File: src/rtl/cmp_mon_pkg.sv
// Shared types and helpers for the comparator result monitor.
package cmp_mon_pkg;

  // Committed or candidate relation between the compared operands.
  typedef enum logic [1:0] {
    REL_UNKNOWN = 2'b00,
    REL_LT      = 2'b01,
    REL_EQ      = 2'b10,
    REL_GT      = 2'b11
  } rel_t;

  // Qualification FSM: IDLE has no candidate, QUALIFY holds one.
  typedef enum logic {
    IDLE,
    QUALIFY
  } mon_state_t;

  // True when exactly one of the three comparator flags is set.
  function automatic logic onehot3(input logic a, input logic b, input logic c);
    return (a ^ b ^ c) & ~(a & b & c);
  endfunction

endpackage

File: src/rtl/cmp_sat_counter.sv
// Saturating event counter: rst and clr both zero it, inc stops at all-ones.
module cmp_sat_counter #(
  parameter int unsigned W = 8
) (
  input  logic         clk,
  input  logic         rst,
  input  logic         clr,
  input  logic         inc,
  output logic [W-1:0] count
);

  logic [W-1:0] count_q;
  logic [W-1:0] count_d;

  // Next count: clear wins over increment; hold once saturated.
  always_comb begin
    count_d = count_q;
    if (clr) begin
      count_d = '0;
    end else if (inc && (count_q != '1)) begin
      count_d = count_q + 1'b1;
    end
  end

  // Count register with synchronous reset.
  always_ff @(posedge clk) begin
    if (rst) begin
      count_q <= '0;
    end else begin
      count_q <= count_d;
    end
  end

  assign count = count_q;

endmodule

File: src/rtl/cmp_result_monitor.sv
// Qualifies comparator eq/gt/lt flags: commits a relation only after it
// persists for STABLE_CNT consecutive valid samples, flags illegal samples,
// and counts commits per relation.
module cmp_result_monitor
  import cmp_mon_pkg::*;
#(
  parameter int unsigned STABLE_CNT = 3,
  parameter int unsigned CNT_W      = 8
) (
  input  logic             clk,
  input  logic             rst,
  input  logic             in_valid,
  input  logic             eq,
  input  logic             gt,
  input  logic             lt,
  input  logic             clr_counts,
  output logic [1:0]       rel_state,
  output logic             change_pulse,
  output logic             illegal,
  output logic             illegal_sticky,
  output logic [CNT_W-1:0] lt_events,
  output logic [CNT_W-1:0] eq_events,
  output logic [CNT_W-1:0] gt_events
);

  localparam logic [3:0] STABLE_TGT = 4'(STABLE_CNT);

  mon_state_t state_q, state_d;
  rel_t       cand_q, cand_d;
  rel_t       rel_q, rel_d;
  logic [3:0] run_q, run_d;
  logic       change_q, change_d;
  logic       illegal_q, illegal_d;
  logic       sticky_q, sticky_d;
  logic       inc_lt, inc_eq, inc_gt;

  rel_t       samp_rel;
  logic       samp_legal;
  logic [3:0] run_next;

  // Decode the incoming sample into a relation and a legality flag.
  always_comb begin
    samp_legal = onehot3(eq, gt, lt);
    samp_rel   = REL_UNKNOWN;
    if (eq) begin
      samp_rel = REL_EQ;
    end else if (gt) begin
      samp_rel = REL_GT;
    end else if (lt) begin
      samp_rel = REL_LT;
    end
  end

  // Next-state: qualification FSM, committed relation, pulses and sticky error.
  always_comb begin
    state_d   = state_q;
    cand_d    = cand_q;
    rel_d     = rel_q;
    run_d     = run_q;
    change_d  = 1'b0;
    illegal_d = 1'b0;
    sticky_d  = sticky_q;
    inc_lt    = 1'b0;
    inc_eq    = 1'b0;
    inc_gt    = 1'b0;
    run_next  = 4'd1;

    if (in_valid) begin
      if (!samp_legal) begin
        illegal_d = 1'b1;
        sticky_d  = 1'b1;
        run_d     = '0;
        cand_d    = REL_UNKNOWN;
        state_d   = IDLE;
      end else if (samp_rel == rel_q) begin
        run_d   = '0;
        cand_d  = REL_UNKNOWN;
        state_d = IDLE;
      end else begin
        if ((state_q == QUALIFY) && (samp_rel == cand_q)) begin
          run_next = run_q + 4'd1;
        end
        if (run_next == STABLE_TGT) begin
          rel_d    = samp_rel;
          change_d = 1'b1;
          inc_lt   = (samp_rel == REL_LT);
          inc_eq   = (samp_rel == REL_EQ);
          inc_gt   = (samp_rel == REL_GT);
          run_d    = '0;
          cand_d   = REL_UNKNOWN;
          state_d  = IDLE;
        end else begin
          run_d   = run_next;
          cand_d  = samp_rel;
          state_d = QUALIFY;
        end
      end
    end

    if (clr_counts) begin
      sticky_d = 1'b0;
    end
  end

  // State and output registers with synchronous reset.
  always_ff @(posedge clk) begin
    if (rst) begin
      state_q   <= IDLE;
      cand_q    <= REL_UNKNOWN;
      rel_q     <= REL_UNKNOWN;
      run_q     <= '0;
      change_q  <= 1'b0;
      illegal_q <= 1'b0;
      sticky_q  <= 1'b0;
    end else begin
      state_q   <= state_d;
      cand_q    <= cand_d;
      rel_q     <= rel_d;
      run_q     <= run_d;
      change_q  <= change_d;
      illegal_q <= illegal_d;
      sticky_q  <= sticky_d;
    end
  end

  cmp_sat_counter #(.W(CNT_W)) u_lt_cnt (
    .clk   (clk),
    .rst   (rst),
    .clr   (clr_counts),
    .inc   (inc_lt),
    .count (lt_events)
  );

  cmp_sat_counter #(.W(CNT_W)) u_eq_cnt (
    .clk   (clk),
    .rst   (rst),
    .clr   (clr_counts),
    .inc   (inc_eq),
    .count (eq_events)
  );

  cmp_sat_counter #(.W(CNT_W)) u_gt_cnt (
    .clk   (clk),
    .rst   (rst),
    .clr   (clr_counts),
    .inc   (inc_gt),
    .count (gt_events)
  );

  assign rel_state      = rel_q;
  assign change_pulse   = change_q;
  assign illegal        = illegal_q;
  assign illegal_sticky = sticky_q;

endmodule

File: config.mk
export PLATFORM = sky130hd
export DESIGN_NAME = cmp_result_monitor
export DESIGN_NICKNAME = d
export VERILOG_FILES = /design/src/rtl/cmp_mon_pkg.sv /design/src/rtl/cmp_sat_counter.sv /design/src/rtl/cmp_result_monitor.sv
export SDC_FILE = /design/constraint.sdc
export NUM_CORES = 1
export LEC_CHECK = 0
export CORE_AREA = 2 2 70 72
export CTS_BUF_LIST = sky130_fd_sc_hd__clkbuf_4
export DETAILED_ROUTE_END_ITERATION = 6
export DIE_AREA = 0 0 72 74
export PLACE_DENSITY_LB_ADDON = 0.12
export SLEW_MARGIN = 20
export SYNTH_ARGS = -nofsm -noshare
export SYNTH_HDL_FRONTEND = slang
export SYNTH_HIERARCHICAL = 1
export SYNTH_SLANG_ARGS = --single-unit
File: constraint.sdc
create_clock -name clk -period 3.1 [get_ports clk]
set_clock_uncertainty 0.2 [all_clocks]
set_input_delay 0.775 -clock clk [delete_from_list [all_inputs] [get_ports clk]]
set_output_delay 0.775 -clock clk [all_outputs]
set_load 0.02 [all_outputs]
==> results of run 1 <==
## stage by stage
step / hold WS [ns] / instances
floorplan: 0.233 / 216
finish: 0.283 / 341
global route: 0.316 / 341
CTS: 0.284 / 338
detailed placement: 0.255 / 326
global placement: 0.248 / 326
## sequential cells by signal, summed over array words and instances (netlist names)
name,cells
illegal_sticky,1
illegal,1
state_q,1
u_eq_cnt/count,8
cand_q,2
change_pulse,1
rel_state,2
u_gt_cnt/count,8
run_q,4
u_lt_cnt/count,8
## placed cells by master, fill, tap and decap left out, types with 4 or more instances in the layout
cell             Yosys  routed
or3_1                9       9
buf_4                4      31
nand2_1             23      23
a21boi_1             6       6
clkbuf_4             0       5
nor2b_1              6       5
dfxtp_1             36      36
nor2_1              12      11
clkdlybuf4s50_1      0      32
ha_1                 6       4
inv_1                7       5
nand3_1             10       6
a21oi_1             13      13
and3_1              10      10
and4_4               0       4
mux2i_1             12      12
nand4_1              7       7
## per-layer routing
metal	up-vias	GRT usage
li1	947	-
met1	865	0.232
met2	34	0.319
met3	13	0.0434
met4	0	0.0671
met5	-	0
## what timing repair did
action                                  4_1_cts  5_1_grt
setup buffers                                 4        3
gates resized for setup                      18       12
endpoints found under the setup margin       13       10
pin swaps                                     4        4
## cell type report
type	count	area (um2)
clock inverter	3	42.5
clock buffer	5	37.5
sequential	36	721
fill	406	1780
tap	54	67.6
inverter	7	26.3
multi-input combinational	167	1310
timing repair buffer	69	617
## worst paths after layout
check                                         end  slack [ns]  depth (start not counted)
worst max register to register  u_lt_cnt/count[5]        0.30                         11
worst max-delay path            u_lt_cnt/count[5]        0.07                         13
worst min register to register           run_q[2]        0.28                          2
worst min-delay path                     run_q[2]        0.28                          2
## power breakdown
part | leakage, nW | switching (mW) | total [mW] | internal [mW]
clock | 0.0412 | 0.179 | 0.347 | 0.168
combinational | 0.775 | 0.0537 | 0.104 | 0.0500
sequential | 0.291 | 0.00345 | 0.470 | 0.467
## worst reg2reg max path: cells and delay by family, from the launching register on
kind	cells	cell delay (ns)
buffers and inverters	2	0.27
AOI/OAI and AO/OA	2	0.44
DFF	1	0.38
adders and majority gates	1	0.22
and+or+nand+nor	6	1.21
## logic make-up after synthesis
| kind of cell | Yosys count | share of synthesized area |
|---|---|---|
| DFF | 36 | 0.361 |
| AOI/OAI and AO/OA | 43 | 0.197 |
| and+or+nand+nor | 101 | 0.287 |
| buffers and inverters | 13 | 0.0332 |
| adders and majority gates | 6 | 0.0376 |
| muxes | 14 | 0.0714 |
| xor gates and xnor gates | 3 | 0.0132 |
==> run metrics, run 1 <==
1st-iter DRT viols=58; row cnt=25; Synth Register Bits=36; Vias/cell=5.45; Total Nets Final=299; routed wl met3=183 um; Worst-path clk slew=0.12 ns; Seq/Total Area, Yosys=0.361; Synth top cells by count=dfxtp_1 (36), nand2_1 (23), a21oi_1 (13); post-synth top area share=0.361; H-tree depth=2; dominant cells by area after synthesis=dfxtp_1 (36%), mux2i_1 (6.0%), nand2_1 (4.3%); Worst R2R Start=run_q[0]; ratio of cells with drive above 1 in the final layout=0.261; crit-path max cell delay=0.32 ns; Synth Warn #=6; ys async rst share=0; critical path fanouts, max=4; antenna-violating nets left=0; final WL=4.88 mm; max_cap viols=0; number of synthesized flops with an enable pin=0; fin crit period=3.03 ns; CP top delay family=simple AND/OR/NAND/NOR gates; Finish-stage setup viols=0; post-synthesis cell count=216; Mapped Area=2000 um2; Netlist cell types=37; DRT met1 WL=2.25 mm; Port Buffers=35; largest net degree at the start of global routing=20; Worst Path Arrival=3.10 ns; critical path's slowest cell=a2111oi_4; Starting Density=0.434; total vias in the final route=1859; post-route cell area=2820 um2; CP Launch Point=eq; Setup crit end kind=flop; clock tree buffer depth=2; Relative slew margins=0.649; Slew @ Worst Pin=0.524 ns; routability cong.=0.852; cell area after placement=2580 um2; CP required=3.16 ns; Hold Crit Start=run_q[2]; initial antenna violation count=0; total iterations of the first detailed-routing run=4; vias in the first global route=1746; Max Slew Vio Count=0; Ports=36; CTS tree=yes; first-pass GRT wire length=7.87 mm; Post-Syn Nets=229; Final WS setup=0.0689 ns; Setup TNS=0 ns; final hold violation count=0; Pwr Total=921 uW; VDD IR max=0.243 mV; crit share post-route=0.978; core footprint=4600 um2; f_max=0.330 GHz; met2 WL post-DR=2.36 mm; CP bufs+invs=4; Post-CTS Hold Buffers=0; most used cell, CP=buf_6; Clock Latency Late Sink=0.36 ns; GRT overflow=0; wire per inst=14.3 um; Crit Path Class=in -> reg; outcome=complete, no violations; Synth Area per Inst=9.24 um2; uppermost layer routed=met4; pre-CTS setup slack=-0.563 ns; antenna cells=0; pwr dens=326 nW/um2; # DRC=0; clk root buf=clkbuf_4; Main synth FF type=dfxtp_1; Total GRT Usage=0.187; clock buffer count from CTS=5; synth-to-layout area growth=41.3%; Chip Height=74 um; Clock Sink Count=36; CP Launch Type=primary input; P_leak=1.11 nW; Util after Layout=0.614; total die area=5330 um2; most common cell in the netlist=dfxtp_1; HPWL Detailed=3.33 mm; dominant cell type by area after synthesis=dfxtp_1; Hold WC Path Type=reg -> reg; die width=72 um; CP Cell Sequence=dlygate4sd2_1 > buf_4 > ha_2 > nor3b_4 > nor2_2 > and3b_2 > nand3_4 > buf_6 > nor3_4 > buf_6 > and4_4 > a31oi_2 > a2111oi_4
Power figures use the tool's default switching activity.
==> run 2, diff against run 1 <==
--- a/config.mk
+++ b/config.mk
@@ -5,10 +5,13 @@
 export SDC_FILE = /design/constraint.sdc
 export NUM_CORES = 1
 export LEC_CHECK = 0
+export ABC_CLOCK_PERIOD_IN_PS = 3100
+export CAP_MARGIN = 20
 export CORE_AREA = 2 2 70 72
 export CTS_BUF_LIST = sky130_fd_sc_hd__clkbuf_4
 export DETAILED_ROUTE_END_ITERATION = 6
 export DIE_AREA = 0 0 72 74
+export GPL_TIMING_DRIVEN = 0
 export PLACE_DENSITY_LB_ADDON = 0.12
 export SLEW_MARGIN = 20
 export SYNTH_ARGS = -nofsm -noshare
==> run 2 against run 1 <==
Worst hold slack got worse by 0.0049 ns. Total power decreased by 14%. Utilization decreased by 5.2 points. Combinational power decreased by 23%. Via count decreased by 6.1%. Sequential cell count unchanged. Clock-buffer cell count unchanged. Sequential share of layout area increased by 2.4 points. First-iteration DRC count increased by 14%. Highest routed layer unchanged.
==> run metrics, run 2 (synthesized netlist as in run 1, its figures left out) <==
total iterations of the first detailed-routing run=4; commonest non-fill, non-tap cell in the layout=dfxtp_1; first-pass GRT wire length=7.08 mm; clock tree buffer depth=2; VDD IR max=0.259 mV; Max Slew Vio Count=0; fillers=417; Total Nets Final=278; Crit Path Class=in -> reg; vias in the first global route=1564; final WL=4.31 mm; outcome=complete, no violations; Clock Sink Count=36; Starting Density=0.434; critical path fanouts, max=4; pwr dens=305 nW/um2; H-tree depth=2; P_leak=0.991 nW; final hold violation count=0; total die area=5330 um2; # DRC=0; RSZ-0062 raised after global routing=no; Finish-stage setup viols=0; pre-CTS setup slack=-0.941 ns; wire per inst=13.5 um; Total GRT Usage=0.167; most frequent cells in the layout=dfxtp_1 (36), clkdlybuf4s50_1 (32), nand2_1 (23), a21oi_1 (13); Hold WC Path Type=reg -> reg; ratio of cells with drive above 1 in the final layout=0.173; cell area after placement=2410 um2; clock buffer count from CTS=5; Clock Latency Late Sink=0.33 ns; largest net degree at the start of global routing=20; GRT overflow=0; Worst-path clk slew=0.10 ns; HPWL Detailed=2.97 mm; f_max=0.340 GHz; post-route cell area=2580 um2; Relative slew margins=0.417; crit share post-route=0.948; Port Buffers=35; fin crit period=2.94 ns; antenna cells=0; CP Launch Type=primary input; Chip Height=74 um; max_cap viols=0; row cnt=25; core footprint=4600 um2; Slew @ Worst Pin=0.872 ns; clk root buf=clkbuf_4; Vias/cell=5.46; CP required=3.13 ns; Pwr Total=788 uW; synth-to-layout area growth=29.3%; routability cong.=0.821; Setup crit end kind=flop; antenna-violating nets left=0; initial antenna violation count=0; Util after Layout=0.561; Final WS setup=0.162 ns; Ports=36; total vias in the final route=1746; 1st-iter DRT viols=66; die width=72 um; Worst Path Arrival=2.97 ns; CTS tree=yes
## run 2: critical path, stage by stage
cell	delay (ns)
buf_2	0.14
inv_1	0.06
ha_1	0.30
nor3b_2	0.21
nor2_2	0.08
and3b_2	0.26
nand3_4	0.14
nor3_4	0.27
and4_4	0.29
a31oi_2	0.12
a2111oi_4	0.32
## run 2: metal layers
layer,part of all wire,up-vias,GRT usage
li1,-,906,-
met1,0.48,808,0.216
met2,0.47,28,0.274
met3,0.036,4,0.0352
met4,0.011,0,0.0692
met5,0,-,0
## run 2: final timing paths
path         startpoint           endpoint  slack [ns]  cells past startpoint
max                  gt  u_lt_cnt/count[5]        0.16                     11
min reg2reg    run_q[2]           run_q[2]        0.28                      2
min            run_q[2]           run_q[2]        0.28                      2
max reg2reg    run_q[0]  u_lt_cnt/count[5]        0.20                      9
## run 2: layout make-up
class                   instances  area [um2]  share of cell area
flip-flops and latches         36         721               0.279
multi-input cells             167        1280               0.495
inverters                       7        26.3              0.0102
repair buffers                 42         395               0.153
clock inverters                 3        13.8             0.00533
plain buffers                   6        42.5              0.0165
well taps                      54        67.6              0.0262
clock buffers                   5        37.5              0.0145
## run 2: power breakdown
| part | internal [mW] | total, mW | switching [mW] |
|---|---|---|---|
| registers | 0.467 | 0.470 | 0.00330 |
| logic | 0.0328 | 0.0798 | 0.0470 |
| clock network | 0.0833 | 0.238 | 0.155 |
| total | 0.583 | 0.788 | 0.205 |
## run 2: through the flow
step,TNS (ns),instances,hold WS [ns]
global route,0,320,0.313
global placement,-15.51,305,0.250
CTS,0,320,0.280
floorplan,0,216,0.233
detailed placement,-16.99,305,0.261
finish,0,320,0.278
## run 2: timing repair
item / 4_1_cts / 5_1_grt
pin swaps: 4 / 3
gates cloned: 0 / 0
gates resized for setup: 20 / 6
setup endpoints to repair: 24 / 13
hold buffers: 0 / 0
setup buffers: 7 / 0
